$ cat src/rtl/totp_timer.sv
// totp_timer: free-running TOTP time-step counter that serialises T LSB-first
// to the HOTP stream block and shares the serial data line with host key loading.
module totp_timer #(
    parameter int unsigned CLK_HZ   = 10000000,
    parameter int unsigned STEP_SEC = 30,
    parameter int unsigned MSG_LEN  = 64
) (
    input  logic clk,
    input  logic rst,
    input  logic host_data,
    input  logic host_key_en,
    input  logic host_time_en,
    input  logic host_go,
    input  logic stream_ready,
    output logic data,
    output logic key_en,
    output logic msg_en,
    output logic busy,
    output logic step_tick
);

    localparam int unsigned SEC_W = (CLK_HZ > 1) ? $clog2(CLK_HZ) : 1;
    localparam int unsigned PER_W = (STEP_SEC > 1) ? $clog2(STEP_SEC) : 1;
    localparam int unsigned IDX_W = (MSG_LEN > 1) ? $clog2(MSG_LEN) : 1;
    localparam int unsigned CNT_W = $clog2(MSG_LEN) + 1;

    typedef enum logic [1:0] {
        S_IDLE,
        S_SEND,
        S_WAIT
    } state_t;

    state_t               state_q, state_d;
    logic [SEC_W-1:0]     sec_q, sec_d;
    logic [PER_W-1:0]     period_q, period_d;
    logic [MSG_LEN-1:0]   t_q, t_d;
    logic [MSG_LEN-1:0]   shift_q, shift_d;
    logic [MSG_LEN-1:0]   snap_q, snap_d;
    logic [CNT_W-1:0]     load_cnt_q, load_cnt_d;
    logic [IDX_W-1:0]     bit_idx_q, bit_idx_d;
    logic                 pending_q, pending_d;
    logic                 time_en_q, key_prev_q, ready_prev_q;
    logic                 data_q, data_d;
    logic                 key_en_q, key_en_d;
    logic                 msg_en_q, msg_en_d;
    logic                 busy_q, busy_d;
    logic                 tick_q, tick_d;

    logic                 sec_wrap, period_wrap, commit, set_pend, key_rise;

    assign data      = data_q;
    assign key_en    = key_en_q;
    assign msg_en    = msg_en_q;
    assign busy      = busy_q;
    assign step_tick = tick_q;

    // Prescaler, time-step counter and serial time-load path.
    always_comb begin
        sec_wrap    = (sec_q == SEC_W'(CLK_HZ - 1));
        period_wrap = sec_wrap && (period_q == PER_W'(STEP_SEC - 1));
        commit      = time_en_q && !host_time_en && (load_cnt_q == CNT_W'(MSG_LEN));

        sec_d    = sec_wrap ? '0 : sec_q + 1'b1;
        period_d = period_q;
        if (sec_wrap) begin
            period_d = period_wrap ? '0 : period_q + 1'b1;
        end
        t_d    = period_wrap ? t_q + 1'b1 : t_q;
        tick_d = period_wrap;

        // A committed load overrides the increment but the tick still fires.
        if (commit) begin
            t_d      = shift_q;
            sec_d    = '0;
            period_d = '0;
        end

        shift_d    = shift_q;
        load_cnt_d = load_cnt_q;
        if (host_time_en) begin
            shift_d = {host_data, shift_q[MSG_LEN-1:1]};
            if (load_cnt_q != CNT_W'(MSG_LEN)) begin
                load_cnt_d = load_cnt_q + 1'b1;
            end
        end else begin
            load_cnt_d = '0;
        end
    end

    // Send FSM: next state, pending bookkeeping and registered output values.
    always_comb begin
        set_pend  = period_wrap | commit | host_go;
        key_rise  = host_key_en & ~key_prev_q;
        state_d   = state_q;
        snap_d    = snap_q;
        bit_idx_d = bit_idx_q;
        pending_d = pending_q | set_pend;
        data_d    = host_data;
        key_en_d  = host_key_en;
        msg_en_d  = 1'b0;

        case (state_q)
            S_IDLE: begin
                if (pending_q && !host_key_en && !host_time_en) begin
                    state_d   = S_SEND;
                    snap_d    = t_q;
                    bit_idx_d = '0;
                    pending_d = set_pend;
                    data_d    = t_q[0];
                    key_en_d  = 1'b0;
                    msg_en_d  = 1'b1;
                end
            end
            S_SEND: begin
                if (key_rise) begin
                    // Key loading pre-empts the message; resend it later from scratch.
                    state_d   = S_IDLE;
                    pending_d = 1'b1;
                end else if (bit_idx_q == IDX_W'(MSG_LEN - 1)) begin
                    state_d  = S_WAIT;
                    data_d   = 1'b0;
                    key_en_d = 1'b0;
                end else begin
                    bit_idx_d = bit_idx_q + 1'b1;
                    data_d    = snap_q[bit_idx_d];
                    key_en_d  = 1'b0;
                    msg_en_d  = 1'b1;
                end
            end
            S_WAIT: begin
                if (stream_ready && !ready_prev_q) begin
                    state_d = S_IDLE;
                end
            end
            default: state_d = S_IDLE;
        endcase

        busy_d = (state_d != S_IDLE);
    end

    // State and output registers with synchronous reset.
    always_ff @(posedge clk) begin
        if (rst) begin
            state_q      <= S_IDLE;
            sec_q        <= '0;
            period_q     <= '0;
            t_q          <= '0;
            shift_q      <= '0;
            snap_q       <= '0;
            load_cnt_q   <= '0;
            bit_idx_q    <= '0;
            pending_q    <= 1'b0;
            time_en_q    <= 1'b0;
            key_prev_q   <= 1'b0;
            ready_prev_q <= 1'b0;
            data_q       <= 1'b0;
            key_en_q     <= 1'b0;
            msg_en_q     <= 1'b0;
            busy_q       <= 1'b0;
            tick_q       <= 1'b0;
        end else begin
            state_q      <= state_d;
            sec_q        <= sec_d;
            period_q     <= period_d;
            t_q          <= t_d;
            shift_q      <= shift_d;
            snap_q       <= snap_d;
            load_cnt_q   <= load_cnt_d;
            bit_idx_q    <= bit_idx_d;
            pending_q    <= pending_d;
            time_en_q    <= host_time_en;
            key_prev_q   <= host_key_en;
            ready_prev_q <= stream_ready;
            data_q       <= data_d;
            key_en_q     <= key_en_d;
            msg_en_q     <= msg_en_d;
            busy_q       <= busy_d;
            tick_q       <= tick_d;
        end
    end

endmodule

$ cat config.mk
export PLATFORM = sky130hd
export DESIGN_NAME = totp_timer
export DESIGN_NICKNAME = d
export VERILOG_FILES = /design/src/rtl/totp_timer.sv
export SDC_FILE = /design/constraint.sdc
export NUM_CORES = 1
export LEC_CHECK = 0
export CAP_MARGIN = 20
export CORE_AREA = 3 3 144 146
export CTS_CLUSTER_SIZE = 10
export DETAILED_ROUTE_END_ITERATION = 8
export DIE_AREA = 0 0 147 149
export PLACE_DENSITY = 0.74
export SYNTH_ARGS = -nofsm -noshare
export SYNTH_HDL_FRONTEND = slang
export SYNTH_SLANG_ARGS = --single-unit
export TNS_END_PERCENT = 30
$ cat constraint.sdc
create_clock -name clk -period 2.5 [get_ports clk]
set_input_delay 0.75 -clock clk [delete_from_list [all_inputs] [get_ports clk]]
set_output_delay 0.75 -clock clk [all_outputs]
set_load 0.01 [all_outputs]
==> metrics.md, run 1 <==
| Metric | Value |
|---|---|
| Root buffer cell | `clkbuf_16` |
| CTS Sinks | `~250` |
| Antenna violations before repair | `0` |
| Iter 0 DRT Violations | `between 500 and 600` |
| Clock Skew | `approximately 0.0087 ns` |
| DRT Wirelength | `roughly 24000 µm` |
| Synth warn | `0` |
| Fmax | `between 400 and 500 MHz` |
| Worst min-delay path category | `reg2reg` |
| Worst Path Arrival | `approximately 2.9 ns` |
| WS Path Type | `reg2reg` |
| Final-report hold violation count | `0` |
| Static leakage | `around 4.6 nW` |
| Place WS | `-0.0759 ns` |
| Die area | `between 20000 and 25000 µm²` |
| Max VDD drop | `441 µV` |
| Number of H-tree levels | `1` |
| Period utilization | `between 90 and 100%` |
| Ant. Diodes | `0` |
| Share of layout cells above drive strength 1 | `11.1%` |
| Number of synthesized flops with an enable pin | `0` |
| Final net count | `roughly 1.3k` |
| Area of the multi-input gates | `approximately 5800 µm²` |
| Final Wtd Congestion | `0.860` |
| Crit. End Element | `flip-flop` |
| Vias per cell | `5.62` |
| Dpl hpwl | `approximately 16000 µm` |
| Core Region | `about 20000 µm²` |
| CP max FO | `6` |
| Final Instance Area | `roughly 13000 µm²` |
| Status | `complete, no violations` |
| Unrepaired setup endpoints after global routing | `yes` |
| # setup viols final | `0` |
| Synth Cell Area | `between 10000 and 15000 µm²` |
| Min Tclk post-route | `between 2 and 2.5 ns` |
| Synth Net Count | `1284` |
| Worst path max stage delay | `roughly 0.54 ns` |
| CTS Buf Count | `29` |
| Final setup TNS | `0 ns` |
| Longest Clk Path Bufs | `3` |
| Vias in the first global route | `roughly 8.4k` |
| Synth unique cells | `between 50 and 60` |
| Setup ws final | `0.0395 ns` |
| CP Cell Sequence | `or4bb_4 -> nor4_4 -> nand3_2 -> or4_4 -> or3_4 -> a311oi_2` |
| Max-Cap Viols | `0` |
| Slew @ Worst Pin | `0.764 ns` |
| Register area share after synthesis | `around 45%` |
| Nature of the critical path startpoint | `flip-flop` |
| DRT Pass-1 Iters | `5` |
| Critical path data required time | `between 2 and 3 ns` |
| Routed wire per std cell | `15.2 µm` |
| DR DRC count | `0` |
| Slew margin rel. | `49.1%` |
| Syn Area/Cell | `around 8.6 µm²` |
| Clock-pin transition on the worst setup and hold timing paths | `approximately 0.050 ns` |
| Starting density of the core | `56.1%` |
| Post-Synthesis Cells | `~1.3k` |
| Die W | `about 150 µm` |
| Slowest-stage cell, CP | `or4bb_4` |
| FF+latch count, synth | `roughly 250` |
| CTS tree | `built` |
| IO Port Bufs | `11` |
| Area Overhead vs Synth | `14.9%` |
| Fillers | `~1.7k` |
| Count of pins over their slew limit | `0` |
| Die Height | `149 µm` |
| Placement Rows | `slightly above 50` |
| Ys flop type | `dfxtp_1` |
| Seq. cell area | `~4900 µm²` |
| Antenna-violating nets left | `0` |
| Post-synthesis async set-or-reset flop share | `0%` |
| Most frequent cells in the layout | `242 x dfxtp_1, 189 x nor2_1, 174 x nand2_1, 85 x mux2i_1, 75 x a21oi_1` |
| Total congestion overflow | `0` |
| Vias post-DR | `roughly 8.8k` |
| Pwr Density | `about 620 nW/µm²` |
| Largest net degree at the start of global routing | `between 70 and 80` |
| First-pass GRT wire length | `just over 40000 µm` |
| Commonest non-fill, non-tap cell in the layout | `dfxtp_1` |
| Clock latency on the worst-skew pair | `approximately 0.52 ns` |
| Total track usage | `a little over a fifth` |
| Placed Area | `approximately 12000 µm²` |
| Ports | `12` |
## repair_timing
item | 4_1_cts | 5_1_grt
pin swaps | 6 | 5
buffers inserted | 0 | 1
endpoints found under the setup margin | 7 | 37
hold buffers | 0 | 0
gates cloned | 1 | 0
gates resized for setup | 7 | 20
## through the flow
| step | power (W) | util, % | hold slack, ns | std cells |
|---|---|---|---|---|
| global route | 0.00810 | 64.5 | 0.471 | 1567 |
| global placement | 0.00425 | 59.6 | 0.435 | 1526 |
| detailed placement | 0.00425 | 59.6 | 0.428 | 1526 |
| CTS | 0.00791 | 64.0 | 0.453 | 1567 |
| finish | 0.00782 | 64.5 | 0.452 | 1567 |
| floorplan | 0.00418 | - | 0.408 | 1270 |
## flip-flops by register name, indices dropped and copies added, names as in the netlist, 2 cells and up
name        flops
bit_idx_q       6
load_cnt_q      7
period_q        5
snap_q         64
sec_q          24
state_q         2
t_q            64
shift_q        64
## metal layers
layer	track usage [%]	wire, µm
met1	29.8	11200
met2	36.6	11300
met3	2.73	925
met4	5.55	450
met5	0	0
## Yosys cell counts, types with 2 or more instances
cell	instances	area share, %
a211oi_1	50	3.4
a21o_1	3	0.21
a21oi_1	75	3.4
a311oi_1	11	0.88
a31o_2	4	0.32
a31oi_1	3	0.17
and2_0	2	0.11
and2_1	5	0.29
and3_1	29	1.7
and4_1	7	0.56
buf_1	7	0.24
buf_2	4	0.18
clkbuf_1	69	2.4
dfxtp_1	245	45
ha_1	7	0.80
inv_1	21	0.72
mux2i_1	85	7.8
mux4_2	12	2.5
nand2_1	175	6.0
nand2b_1	6	0.34
nand3_1	41	1.9
nand3b_1	4	0.27
nand4_1	28	1.6
nor2_1	189	6.5
nor2b_1	3	0.17
nor3_1	21	0.96
nor3b_1	3	0.21
nor4_1	27	1.5
nor4_4	2	0.39
o21ai_0	13	0.59
or3_1	15	0.86
or4_1	4	0.27
or4bb_1	2	0.21
xnor2_1	49	3.9
xor2_1	31	2.5
## final cells by class
class | count | share of cell area [%]
Sequential cell | 245 | 39.0
Multi-Input combinational cell | 923 | 46.0
Inverter | 22 | 0.656
Timing Repair Buffer | 72 | 5.26
Clock buffer | 40 | 6.41
Tap cell | 265 | 2.63
## report_power, final
part | total (W) | switching, W | leakage [nW] | internal (W)
sequential | 0.00393 | 0.00000973 | 1.98 | 0.00392
combinational | 0.000236 | 0.000149 | 2.23 | 0.0000862
clock | 0.00365 | 0.00146 | 0.394 | 0.00219
total | 0.00782 | 0.00162 | 4.60 | 0.00620
## cells by family (layout without fill, tap and decap cells)
group                    Yosys count  after routing  share of synthesized area (%)
adder cells (fa/ha/maj)            7              7                          0.800
multiplexers                      97             97                           10.2
buffers and inverters            102            134                           3.54
flip-flops                       245            245                           44.8
AO/OA/AOI/OAI                    167            167                           9.64
AND/OR/NAND/NOR                  572            572                           24.6
XOR/XNOR                          80             80                           6.40
## critical path: cells and delay by family, from the launching register on
family	cells	cell delay [ns]
flip-flops	1	0.32
AO/OA/AOI/OAI	1	0.26
AND/OR/NAND/NOR	5	1.79
## final timing paths
check / slack (ns) / cells after the start / startpoint / end
worst min-delay path: 0.45 / 2 / snap_q[0] / snap_q[0]
worst max register to register: 0.04 / 6 / sec_q[7] / t_q[45]
worst min register to register: 0.45 / 2 / snap_q[0] / snap_q[0]
worst max-delay path: 0.04 / 6 / sec_q[7] / t_q[45]
Note: power is estimated with default switching activity, not from simulation.
==> run 2: changes to the inputs <==
--- a/config.mk
+++ b/config.mk
@@ -6,11 +6,11 @@
 export NUM_CORES = 1
 export LEC_CHECK = 0
 export CAP_MARGIN = 20
-export CORE_AREA = 3 3 144 146
+export CORE_AREA = 2 2 143 145
 export CTS_CLUSTER_SIZE = 10
 export DETAILED_ROUTE_END_ITERATION = 8
-export DIE_AREA = 0 0 147 149
-export PLACE_DENSITY = 0.74
+export DIE_AREA = 0 0 145 147
+export PLACE_DENSITY = 0.77
 export SYNTH_ARGS = -nofsm -noshare
 export SYNTH_HDL_FRONTEND = slang
 export SYNTH_SLANG_ARGS = --single-unit
==> run 2 against run 1 <==
Sequential cell count unchanged. Die area decreased by 2.7%. Critical path depth unchanged. Final cell count decreased by 0.38%. Power increased by 1.2%.
==> metrics.md, run 2 (synthesis results as in run 1) <==
| Metric | Value |
|---|---|
| Finished Layout Cells | `1561 (-0.38%)` |
| Cells after DPL | `1523 (-0.20%)` |
| Most frequent cells in the layout | `242 x dfxtp_1, 189 x nor2_1, 174 x nand2_1, 85 x mux2i_1, 75 x a21oi_1` |
| Fin util | `63.3% (-1.2 points)` |
| Crit. End Element | `flip-flop` |
| Root buffer cell | `clkbuf_16` |
| Final setup TNS | `0 ns (unchanged)` |
| Setup ws final | `0.0341 ns (-0.00542 ns)` |
| Area Overhead vs Synth | `14.6%` |
| Vias per cell | `5.77 (+2.6%)` |
| Final-report hold violation count | `0 (unchanged)` |
| CTS Sinks | `245 (unchanged)` |
| Final net count | `1299 (-0.61%)` |
| # setup viols final | `0 (unchanged)` |
| Slew @ Worst Pin | `0.614 ns (-0.150 ns)` |
| CP Cell Sequence | `or4bb_4 -> nor4_4 -> nand3_2 -> or4_4 -> or3_4 -> a311oi_2` |
| Die Height | `147 µm (-1.3%)` |
| Share of layout cells above drive strength 1 | `10.9% (-0.21 points)` |
| Antenna-violating nets left | `0 (unchanged)` |
| Max VDD drop | `546 µV (+24%)` |
| DR DRC count | `0 (unchanged)` |
| Final hold slack | `0.441 ns (-0.0115 ns)` |
| Clock-pin transition on the worst setup and hold timing paths | `0.05 ns (about the same)` |
| Slowest-stage cell, CP | `or4bb_4` |
| Hold_buf cts | `0 (unchanged)` |
| DRT Pass-1 Iters | `5 (unchanged)` |
| Worst min-delay path category | `reg2reg` |
| Clock latency on the worst-skew pair | `0.53 ns (about the same)` |
| Largest regs | `shift_q (64), snap_q (64), t_q (64)` |
| Max-Cap Viols | `0 (unchanged)` |
| Min Tclk post-route | `2.47 ns (+0.00542 ns)` |
| Worst r2r src | `sec_q[7]` |
| Final Wtd Congestion | `0.859 (about the same)` |
| Placement Rows | `52 (+2.0%)` |
| Post-CTS Repair Setup Buffers | `0 (unchanged)` |
| Dpl hpwl | `15300 µm (-2.1%)` |
| Antenna violations before repair | `0 (unchanged)` |
| Nature of the critical path startpoint | `flip-flop` |
| Flop-to-flop setup slack | `0.03 ns (about the same)` |
| CTS tree | `built` |
| Pwr Density | `631 nW/µm² (+1.5%)` |
| Worst Setup EP | `t_q[43]` |
| Die W | `145 µm (-1.4%)` |
| Fmax | `406 MHz (-0.22%)` |
| Fillers | `1649 (-2.2%)` |
| Commonest non-fill, non-tap cell in the layout | `dfxtp_1` |
| CP max FO | `6 (unchanged)` |
| Slew margin rel. | `59.0% (+9.9 points)` |
| Vias post-DR | `9008 (+2.2%)` |
| Largest net degree at the start of global routing | `81 (+5.2%)` |
| Period utilization | `98.6% (+0.22 points)` |
| DRT Wirelength | `24100 µm (+0.67%)` |
| Number of H-tree levels | `1 (unchanged)` |
| Worst path max stage delay | `0.55 ns (about the same)` |
| Iter 0 DRT Violations | `610 (+17%)` |
| IO Port Bufs | `11 (unchanged)` |
| Total congestion overflow | `0 (unchanged)` |
| Count of pins over their slew limit | `0 (unchanged)` |
| R2R Path End | `t_q[43]` |
| WS Path Type | `reg2reg` |
| Unrepaired setup endpoints after global routing | `yes` |
| Critical path data required time | `2.93 ns (about the same)` |
| First-pass GRT wire length | `40400 µm (+0.17%)` |
| Longest Clk Path Bufs | `3 (unchanged)` |
| CP startpoint | `sec_q[7]` |
| Vias in the first global route | `8531 (+1.0%)` |
| Place WS | `0.0246 ns (+0.101 ns)` |
| Die area | `21300 µm² (-2.7%)` |
| Static leakage | `4.54 nW (-1.4%)` |
| Ports | `12 (unchanged)` |
| Starting density of the core | `55.2% (-0.90 points)` |
| Worst Path Arrival | `2.90 ns (+0.02 ns)` |
| Status | `complete, no violations` |
| Clock Skew | `0.0175 ns (+0.00886 ns)` |
| Ant. Diodes | `0 (unchanged)` |
| Worst-case reg-to-reg path depth | `6 (unchanged)` |
| Worst hold path startpoint | `key_prev_q` |
| Core Region | `19800 µm² (+1.6%)` |
| Total track usage | `22.1% (+0.45 points)` |
| Routed wire per std cell | `15.4 µm (+1.1%)` |
| CTS Buf Count | `29 (unchanged)` |
run 2: what timing repair did:
action	CTS	global route
resized for setup	0	29
hold endpoints to repair	0	0
setup endpoints to repair	0	37
run 2: critical path: cells and delay by family (launching register included):
| family | cells | cell delay (ns) |
|---|---|---|
| flip-flops | 1 | 0.31 |
| AO/OA/AOI/OAI | 1 | 0.24 |
| AND/OR/NAND/NOR | 5 | 1.83 |
run 2: power breakdown:
| part | internal, W | leakage [nW] | switching (W) |
|---|---|---|---|
| sequential | 0.00392 | 1.98 | 0.00000988 |
| clock | 0.00229 | 0.399 | 0.00146 |
| combinational | 0.0000823 | 2.16 | 0.000150 |
run 2: per-layer routing:
| metal | track usage, % | routed length [µm] | part of all wire (%) | up-vias |
|---|---|---|---|---|
| met5 | 0 | 0 | 0 | - |
| met4 | 7.52 | 666 | 2.8 | 0 |
| met3 | 3.35 | 1140 | 4.7 | 50 |
| met2 | 37.7 | 11600 | 48 | 210 |
| met1 | 28.9 | 10700 | 44 | 4309 |
| li1 | - | - | - | 4439 |
run 2: worst min path at each step:
stage,end,slack (ns),cells past startpoint
after floorplan,key_en,0.41,1
after global placement,key_en,0.42,1
after detailed placement,key_en,0.43,1
after CTS,key_en,0.44,1
after global routing,key_en,0.47,1
final,key_en,0.44,1
run 2: through the flow:
step                cell area [µm²]  total power (W)
finish                        12600          0.00792
global route                  12600          0.00817
CTS                           12400          0.00799
detailed placement            11600          0.00425
global placement              11600          0.00425
floorplan                     11000          0.00418
run 2: layout make-up:
type                       instances  area [µm²]  share of cell area [%]
clock inverter                     2        60.1                   0.478
sequential                       245        4910                    39.1
tap                              270         338                    2.69
inverter                          22        82.6                   0.658
multi-input combinational        923        5820                    46.4
clock buffer                      35         758                    6.04
timing repair buffer              64         583                    4.64
